File: src/rtl/uart_receiver.sv
// UART receive stage: 16x oversampled, centre-sampled 8-bit frames with optional parity,
// held output byte with parity/framing status and a sticky overrun flag.
module uart_receiver #(
    parameter bit PARITY_EN   = 1'b1,
    parameter bit PARITY_TYPE = 1'b0
) (
    input  logic       clk,
    input  logic       rst,
    input  logic       baud_tick16,
    input  logic       rx,
    input  logic       rd_en,
    output logic [7:0] data_out,
    output logic       data_valid,
    output logic       parity_err,
    output logic       frame_err,
    output logic       overrun,
    output logic       busy
);

    localparam int unsigned DATA_W = 8;
    localparam int unsigned CNT_W  = 4;
    localparam int unsigned IDX_W  = 3;

    typedef enum logic [2:0] {
        IDLE,
        START,
        DATA,
        PARITY,
        STOP
    } state_t;

    state_t              state, state_next;
    logic                rx_m, rx_s;
    logic [CNT_W-1:0]    tick_cnt, tick_cnt_next;
    logic [IDX_W-1:0]    bit_idx, bit_idx_next;
    logic [DATA_W-1:0]   shift, shift_next;
    logic                perr, perr_next;
    logic                done_c;
    logic                ferr_c;

    // Two-flop synchronizer; line idles high
    always_ff @(posedge clk or negedge rst) begin
        if (!rst) begin
            rx_m <= 1'b1;
            rx_s <= 1'b1;
        end else begin
            rx_m <= rx;
            rx_s <= rx_m;
        end
    end

    // State and datapath registers
    always_ff @(posedge clk or negedge rst) begin
        if (!rst) begin
            state    <= IDLE;
            tick_cnt <= '0;
            bit_idx  <= '0;
            shift    <= '0;
            perr     <= 1'b0;
            busy     <= 1'b0;
        end else begin
            state    <= state_next;
            tick_cnt <= tick_cnt_next;
            bit_idx  <= bit_idx_next;
            shift    <= shift_next;
            perr     <= perr_next;
            busy     <= (state_next != IDLE);
        end
    end

    // Next-state logic; everything advances only on a 16x tick
    always_comb begin
        state_next    = state;
        tick_cnt_next = tick_cnt;
        bit_idx_next  = bit_idx;
        shift_next    = shift;
        perr_next     = perr;
        done_c        = 1'b0;
        ferr_c        = 1'b0;
        if (baud_tick16) begin
            tick_cnt_next = CNT_W'(tick_cnt + 1'b1);
            case (state)
                IDLE: begin
                    tick_cnt_next = '0;
                    if (!rx_s) begin
                        state_next = START;
                    end
                end
                START: begin
                    if (tick_cnt == 4'd7) begin
                        tick_cnt_next = '0;
                        if (!rx_s) begin
                            state_next   = DATA;
                            bit_idx_next = '0;
                        end else begin
                            state_next = IDLE;
                        end
                    end
                end
                DATA: begin
                    if (tick_cnt == 4'd15) begin
                        shift_next = {rx_s, shift[DATA_W-1:1]};
                        if (bit_idx == 3'd7) begin
                            state_next = PARITY_EN ? PARITY : STOP;
                        end else begin
                            bit_idx_next = IDX_W'(bit_idx + 1'b1);
                        end
                    end
                end
                PARITY: begin
                    if (tick_cnt == 4'd15) begin
                        // Mismatch against XOR (even) or XNOR (odd) of the data bits
                        perr_next  = rx_s ^ (^shift) ^ PARITY_TYPE;
                        state_next = STOP;
                    end
                end
                STOP: begin
                    if (tick_cnt == 4'd15) begin
                        ferr_c     = ~rx_s;
                        done_c     = 1'b1;
                        state_next = IDLE;
                    end
                end
                default: begin
                    state_next = IDLE;
                end
            endcase
        end
    end

    // Output holding registers and consumer handshake
    always_ff @(posedge clk or negedge rst) begin
        if (!rst) begin
            data_out   <= '0;
            data_valid <= 1'b0;
            parity_err <= 1'b0;
            frame_err  <= 1'b0;
            overrun    <= 1'b0;
        end else if (done_c) begin
            data_out   <= shift;
            parity_err <= PARITY_EN & perr;
            frame_err  <= ferr_c;
            data_valid <= 1'b1;
            if (data_valid) begin
                overrun <= ~rd_en;
            end
        end else if (rd_en && data_valid) begin
            data_valid <= 1'b0;
            overrun    <= 1'b0;
        end
    end

endmodule

File: config.mk
export PLATFORM = sky130hd
export DESIGN_NAME = uart_receiver
export DESIGN_NICKNAME = d
export VERILOG_FILES = /design/src/rtl/uart_receiver.sv
export SDC_FILE = /design/constraint.sdc
export NUM_CORES = 1
export LEC_CHECK = 0
export ABC_CLOCK_PERIOD_IN_PS = 2800
export CAP_MARGIN = 20
export CORE_MARGIN = 2
export CORE_UTILIZATION = 55
export DETAILED_ROUTE_END_ITERATION = 16
export PLACE_DENSITY_LB_ADDON = 0.08
export SYNTH_ARGS = -nofsm -noshare
export SYNTH_HDL_FRONTEND = slang
export SYNTH_SLANG_ARGS = --single-unit
export TNS_END_PERCENT = 10
File: constraint.sdc
create_clock -name clk -period 2.8 [get_ports clk]
set_input_delay 0.42 -clock clk [delete_from_list [all_inputs] [get_ports clk]]
set_output_delay 0.42 -clock clk [all_outputs]
set_load 0.02 [all_outputs]
# Yosys cells after proc, flatten, opt, wreduce, memory -nomap -nowiden
# Index checks and enable logic that the tools add are counted.
# totals
mem_count	0
latch_bits	0
ff_bits	34
rom_bits	0
output_inout_bits	13
ramBits	0
# classes
n_eq_ne	12
order_cmp	0
muxes	26
n_reduce_logical	10
addsub	2
shifts	0
n_mul	0
bitwise	3
div_mod_pow	0
# op_table
cell	count
two-way mux 3 bit	11
case mux 3 bit (5 select lines)	1
two-way mux 1 bit	10
inequality test 2 bit, second input constant	5
case mux 4 bit (2 select lines)	1
parity 8 bit	1
equality test 3 x 2 -> 1 bit, second input constant	2
equality test 3 bit, second input constant	2
case mux 3 bit (2 select lines)	1
AND reduction 3 bit	2
AND reduction 6 bit	1
adder 4 x 1 -> 4 bit, second input constant	1
equality test 4 x 3 -> 1 bit, second input constant	1
equality test 4 bit, second input constant	1
two-way mux 4 bit	1
nonzero test 2 bit	2
adder 3 x 1 -> 3 bit, second input constant	1
equality test 3 x 1 -> 1 bit, second input constant	1
logical NOT 3 bit	1
nonzero test 3 bit	1
two-way mux 2 bit	1
NOT 1 bit	2
AND reduction 2 bit	1
logical AND 1 bit	1
XOR 1 bit	1

# Logic depth before layout (Yosys ltp)
# depth
word_depth	6
ltp_mapped	7
ltp_nobuf	7

# Worst setup path before layout
# Ideal clock, no wire load.
# synth_timing
kind	register to register
startpoint	register tick_cnt[0]
endpoint	register bit_idx[0]
setup_slack_ns	0.919
arrival_ns	1.756
path_stages_with_launch	7
n_path_buf	0
period_less_slack_ns	1.881
path_cell_list	dfrtp_1 ha_1 nand3b_1 or4b_4 a21oi_2 nand2_2 mux2_4
# synth_via
elab_chain_len	3
elab_cells_between_ends	5
cone_classes	eq/ne (4); reduce/logical (1)
# synth_rtl
item	line	source
start, declared	34	logic [CNT_W-1:0] tick_cnt, tick_cnt_next;
start signal, assigned	63	tick_cnt <= tick_cnt_next;
equality test 4 bit / equality test 4 x 3 -> 1 bit (equally long branches)	101, 90	
inequality test 2 bit (no line)	n/a	
AND reduction 6 bit (no line) *	n/a	
end signal, assigned	64	bit_idx <= bit_idx_next;
end, declared	35	logic [IDX_W-1:0] bit_idx, bit_idx_next;
# Every way passes the cells marked *; elsewhere a longest branch is shown, timed or not.
# A chain may end at the register's enable or synchronous reset.

# Worst setup path after layout
# layout_timing
startpoint	register tick_cnt[0]
endpoint	register shift[4]
# layout_via
elab_chain_len	2
# layout_rtl
item	line	source
equality test 4 bit	101	if (tick_cnt == 4'd15) begin
AND reduction 3 bit (no line)	n/a	
end signal, assigned	65	shift <= shift_next;
end, declared	36	logic [DATA_W-1:0] shift, shift_next;
# Every way passes these cells.

==> flow_summary.ini <==
[outcome]
status = finished clean

[finish]
regArea_um2 = 853
design_area_um2 = 1840
drive_gt1_share_pct = 23.2
nets = 162
multi_input_area_um2 = 672
fillers = 213
final_cells = 186
final_common_cell = dfrtp_1
layout_common_cells = dfrtp_1 (32), mux2_2 (18), clkdlybuf4s50_1 (17)
diodes = 0
area_delta_synth_final_pct = 15.0

[sta]
rsz0062_at_grt = false
setup_viol = 0
hold_viol = 0
tightest_slew_ps = 616
skew_ps = 4.86
setup_tns_ps = 0
fin_crit_ps = 2020
layout_setup_ws_ps = 782
drv_slew = 0
min_period_over_period_pct = 72.1
holdWs_ps = 369
max_freq_mhz = 495
maxSlewHeadroom_pct = 58.7

[cts]
ctsHoldBuffers = 0
clkLatencyLatePin_ps = 320
clk_pin_slew_ps = 100
cts_buffers = 5
clockBufferDepth = 2
cts_tree = done
ctsResizeCount = 0
cts.sinks = 34
h-tree-depth = 2
root_buffer = clkbuf_4
post_cts_buffers = 0

[critical_path]
r2r_cells = 5
reg2reg_slack_ps = 780
end_kind = register
crit_type = reg -> reg
path_max_fanout = 8
timing.rr.start = tick_cnt[0]$_DFFE_PN0P_
timing.rr.end = shift[4]$_DFFE_PN0P_
cp_data_required_time_ps = 3010
cp-start-kind = register
arrival_ps = 2230

[route]
postRouteAntennaNets = 0
vias_per_cell = 5.67
dr.first_iter.drc_count = 29
totalWireLength_mm = 2.65
wl_per_cell_um = 14.2
remaining_drc_errors = 0
firstDrtPassIters = 4
dr_total_vias = 1054

[synthesis]
synth_area_leader_cell = dfrtp_1
synth.area.top_cells = dfrtp_1 (50%), mux2_2 (13%), dfstp_2 (3.3%)
async_flop_share_pct = 100
synth_top_area_share_pct = 50.0
ys.flop_type = dfrtp_1
synth_edf_count = 0
ys_warn_count = 0
syn_area_um2 = 1600
synthCells = 133
yosysSeqAreaShare_pct = 53.2
syn_area_per_cell_um2 = 12.1
ys_types = 37
syn-num-nets = 141
ys_ff_latch = 34

[worst_hold_path]
min_from = rx_m$_DFF_PN1_
hold_depth = 0
hold_path_class = reg -> reg
worst_hold_path.endpoint = rx_s$_DFF_PN1_

[global_routing]
antenna_found_initial = 0
grt_max_degree = 35
first_global_vias = 1021
track_usage_pct = 19.2
grt.overflow.total = 0
grt_pass1_wl_mm = 4.75

[placed_design]
place_inst = 178
place.gp.congestion = 0.843
dp_hpwl_mm = 1.84
pre_cts_ws_ps = 780
postPlaceCellArea_um2 = 1780
portBuffers = 17

[floorplan]
initial_utilization_pct = 58.1
rows = 19
coreArea_um2 = 2760
die_area_um2 = 3360
die_h_um = 58.0
ioPinCount = 18
fp.dieW_um = 58.0

[job]
max_cap_violations = 0

[power]
p_per_area_nw_per_um2 = 588
vdd_drop_max_v = 0.000552
p_leak_nw = 0.878
## routing by layer
metal  GRT usage [%]  vias to the layer above  wire length (µm)
met3            7.37                        2               119
met5               0                        -                 0
met1            24.9                      525              1180
li1                -                      508                 -
met2            28.9                       19              1330
met4            8.31                        0                17
## stage by stage
stage	utilization (%)	total power [mW]
floorplan	-	0.767
global placement	64.7	0.807
detailed placement	64.7	0.818
CTS	66.8	1.10
global route	66.8	1.16
finish	66.8	1.08
## state kept, by name, indices dropped and copies added (netlist names)
register and flops:
shift 8, state 3, perr 1, parity_err 1, rx_s 1, bit_idx 3, rx_m 1, data_out 8
frame_err 1, tick_cnt 4, overrun 1, data_valid 1, busy 1
## logic make-up (layout without fill, tap and decap cells)
| logic type | after synthesis | count (layout) | share of synthesized area [%] |
|---|---|---|---|
| fa+ha+maj | 3 | 3 | 2.34 |
| mux | 22 | 22 | 15.5 |
| flops | 34 | 34 | 53.2 |
| buf+inv | 13 | 35 | 4.84 |
| xor+xnor | 8 | 8 | 4.37 |
| simple gates | 32 | 32 | 11.3 |
| compound gates | 21 | 21 | 8.43 |
## how the worst max path moves through the flow
stage                                        from                      to  slack [ps]  depth (start not counted)
after detailed placement  tick_cnt[0]$_DFFE_PN0P_    shift[0]$_DFFE_PN0P_         780                          5
after floorplan           tick_cnt[0]$_DFFE_PN0P_  bit_idx[0]$_DFFE_PN0P_         920                          6
after global placement                baud_tick16    shift[1]$_DFFE_PN0P_         820                          4
after global routing      tick_cnt[0]$_DFFE_PN0P_    shift[0]$_DFFE_PN0P_         630                          5
final                     tick_cnt[0]$_DFFE_PN0P_    shift[4]$_DFFE_PN0P_         780                          5
after CTS                 tick_cnt[0]$_DFFE_PN0P_    shift[0]$_DFFE_PN0P_         760                          5
## synthesized netlist by cell type, drive strengths merged, types with 3 or more instances
library cell,n
nand3,3
inv,7
a21oi,3
mux2i,3
nand3b,3
dfrtp,32
nand2,10
o21ai,7
o31ai,3
mux2,19
buf,5
ha,3
nor2,4
xnor2,6
## power by group
part           leakage (nW)  internal (mW)  total (mW)  switching, mW
Clock                0.0353          0.122       0.276          0.154
Combinational         0.392         0.0990       0.199         0.0999
Sequential            0.451          0.538       0.610         0.0714
Total                 0.878          0.759        1.08          0.325
## cell type report
class / count / share of cell area [%]
multi-input combinational: 86 / 36.5
inverter: 7 / 1.43
clock buffer: 7 / 2.99
clock inverter: 1 / 0.272
timing repair buffer: 20 / 10.5
tap: 31 / 2.10
sequential: 34 / 46.3
## critical path, stage by stage (launching register included)
cell,delay (ps)
dfrtp_1,410
ha_1,240
and3_2,270
nand2_1,100
nor3_2,480
mux2_2,400
(Power assumes the default switching activity.)
==> RTL edit 1 (same flow settings) <==
Change the parameter `PARITY_EN` from 1'b1 to 1'b0.
--- a/src/rtl/uart_receiver.sv
+++ b/src/rtl/uart_receiver.sv
@@ -3,3 +3,3 @@
 module uart_receiver #(
-    parameter bit PARITY_EN   = 1'b1,
+    parameter bit PARITY_EN   = 1'b0,
     parameter bit PARITY_TYPE = 1'b0
Formal check against the unedited RTL: same outputs for any inputs over 10 cycles, from zero or initial values and one cycle with rst low; that may be too few to reach the edited logic, so the function may still have changed.
==> RTL edit 1 against the unedited design <==
Synthesized area fell by 9.4%. Total power rose by 7.3%. Clock power increased by 24%. Wire length down 6.4%. Design area down 6.7%. Maximum frequency shrank 5.4%. Setup slack got worse by 0.12 ns. Sequential cell count shrank 2.
==> RTL edit 1: results <==
set metrics [dict create \
    status "finished clean" \
    buffers 19 \
    coreArea_mm2 0.00250 \
    multi_input_area_share_pct 34.7 \
    final_nets 160 \
    grt_pass1_wl_um 4310 \
    synth_cell_types 38 \
    arrival_ns 2.35 \
    worstReg2RegEnd "bit_idx[0]$_DFFE_PN0P_" \
    synth.area.top_cells "dfrtp_1 (52%), nand2_1 (8.3%), mux2_2 (6.2%)" \
    wl_um 2480 \
    wl_met2_um 1200 \
    ys_seq_area_share_pct 55.3 \
    synth_compound_area_share_pct 9.56 \
    synth-adder-area-share_pct 2.58 \
    cp_slowest_stage_delay_ns 0.52 \
    r2r-start "bit_idx[0]$_DFFE_PN0P_" \
    final-nonclk-buf-share_pct 10.6 \
    reg2reg_slack_ns 0.67 \
    p_per_area_mw_per_mm2 677 \
    dp.cells 175 \
    leakagePower_uw 0.000799 \
    track_usage_pct 18.3 \
    synth_most_common_cell "nand2_1" \
    nMultiInputCombCells 88 \
    placed_area_mm2 0.00164 \
    synthTopCellsByCount "nand2_1 (32), dfrtp_1 (30), mux2_2 (8), o21ai_0 (7), inv_1 (6)" \
    timing.hold.ws_ns 0.363 \
    grt_pass1_vias 958 \
    drt-met1-wl_um 1130 \
    fillers 196 \
    grt_max_degree 20 \
    gp_congestion 0.902 \
    drive_gt1_share_pct 19.0 \
    n_all_inverters 6 \
    viasPerCell 5.52 \
    portBuffers 16 \
    seq_share_pct 46.7 \
    seq_cells 32 \
    synthXorXnorAreaFrac_pct 0 \
    first_iter_violations 34 \
    met3_length_um 105 \
    clock_cell_area_share_pct 4.44 \
    post-place-ws_ns 0.585 \
    maxSlewHeadroom_pct 57.8 \
    syn-num-nets 140 \
]
==> RTL edit 1: how the worst min path moves through the flow <==
stage	end	start	cells past startpoint
after global routing	rx_s$_DFF_PN1_	rx_m$_DFF_PN1_	0
after floorplan	bit_idx[0]$_DFFE_PN0P_	rst	0
final	rx_s$_DFF_PN1_	rx_m$_DFF_PN1_	0
after CTS	rx_s$_DFF_PN1_	rx_m$_DFF_PN1_	0
after detailed placement	rx_s$_DFF_PN1_	rx_m$_DFF_PN1_	0
after global placement	rx_s$_DFF_PN1_	rx_m$_DFF_PN1_	0
==> RTL edit 1: per-layer routing <==
layer  GRT usage, %  vias to the layer above
li1               -                      492
met1           22.7                      480
met2           28.4                       32
met3           5.39                        7
met4           10.5                        0
met5              0                        -
==> RTL edit 1: where the power goes <==
group / total (uW) / switching (uW) / internal (uW)
Sequential: 596 / 77.4 / 519
Combinational: 226 / 122 / 104
Clock: 341 / 154 / 187
==> RTL edit 2 (same settings) <==
Without the edit above. The output `busy` loses its register stage (`busy` becomes a continuous assignment).
--- a/src/rtl/uart_receiver.sv
+++ b/src/rtl/uart_receiver.sv
@@ -59,3 +59,2 @@
             perr     <= 1'b0;
-            busy     <= 1'b0;
         end else begin
@@ -66,5 +65,6 @@
             perr     <= perr_next;
-            busy     <= (state_next != IDLE);
         end
     end
+
+    assign busy = (state_next != IDLE);
 
Behaviour: not the same (Yosys sat finds a counterexample within 4 cycles, from zero or initial values and one cycle with rst low).
==> RTL edit 2 against the unedited design <==
Total power is 0.71% lower. Hold slack worse by 0.019 ns. Setup slack worse by 0.64 ns. Sequential cell count is 1 lower. Sequential share of layout area is 1.4 points lower. First-iteration DRC count is 21% lower. Wire length is 0.76% lower. Critical path type is now register to output port. Design area hardly changed. Register-to-register slack better by 0.11 ns. Non-clock buffer count is 1 higher. Synthesized area is 0.78% lower.
==> RTL edit 2: results <==
set metrics [dict create \
    ys_seq_area_share_pct 52.1 \
    total_power_uw 1080 \
    critPathMaxFanout 4 \
    synth.area.mux_share_pct 15.6 \
    syn_inst 134 \
    grt_pass1_vias 1032 \
    dp.cells 177 \
    cp-endpoint "busy" \
    track_usage_pct 18.6 \
    timing.hold.ws_ns 0.350 \
    grt_max_degree 34 \
    gp_congestion 0.811 \
    fillers 222 \
    post-place-ws_ns 0.208 \
    crit_start "tick_cnt[1]$_DFFE_PN0P_" \
    reg2reg_slack_ns 0.89 \
    r2r-start "state[2]$_DFF_PN0_" \
    leakagePower_uw 0.000889 \
    synthXorXnorAreaFrac_pct 4.41 \
    cts_resized 2 \
    worstReg2RegEnd "shift[5]$_DFFE_PN0P_" \
    hpwl_um 1840 \
    critPathSlowestCell "dfrtp_1" \
    grt_use_met3_pct 6.03 \
    met3_length_um 83 \
    critPathRequiredTime_ns 2.38 \
    highest_layer "met4" \
    synth.area.top_cells "dfrtp_1 (49%), mux2_1 (12%), dfstp_2 (3.3%)" \
    ys_ff_latch 33 \
    synth_compound_area_share_pct 10.4 \
    syn-num-nets 142 \
    drt-met1-wl_um 1200 \
    pg_seq_uw 562 \
    viasPerCell 5.72 \
    use_met2_pct 30.4 \
    synthTopCellsByCount "dfrtp_1 (31), mux2_1 (17), nand2_1 (9), nor2_1 (7), xnor2_1 (6)" \
    clock_path_buffers 2 \
    fin_worst_skew_ns 0.00788 \
    synth-adder-area-share_pct 2.36 \
    maxSlewHeadroom_pct 69.7 \
    use_met1_pct 22.3 \
    p_int_uw 748 \
    wl_um 2630 \
    synth_cell_types 38 \
    status "finished clean" \
    drive_gt1_share_pct 14.2 \
    first_iter_violations 23 \
    vdd_drop_max_v 0.000449 \
    cp_slowest_stage_delay_ns 0.40 \
    grt_pass1_wl_um 4600 \
    wl_met2_um 1290 \
    reg2reg_depth 4 \
]
==> RTL edit 2: cell types whose count changed in the layout (fill, tap and decap cells not counted), sizes merged, moves of 2 or more <==
cell    change
nor2        +3
a311oi      +2
nand2b      +2
nand3b      -2
==> RTL edit 2: cell families (layout without fill, tap and decap cells) <==
family | after synthesis | count (layout)
adder cells (fa/ha/maj) | 3 | 3
AO/OA/AOI/OAI | 22 | 22
XOR/XNOR | 8 | 8
flip-flops | 33 | 33
multiplexers | 22 | 22
AND/OR/NAND/NOR | 32 | 32
buffers and inverters | 14 | 35
==> RTL edit 2: layout make-up <==
cell class | instances | area [um2] | share of cell area, %
clock buffers | 8 | 58.8 | 3.19
inverters | 6 | 22.5 | 1.22
well taps | 31 | 38.8 | 2.10
multi-input cells | 87 | 697 | 37.8
flip-flops and latches | 33 | 828 | 44.9
repair buffers | 21 | 199 | 10.8
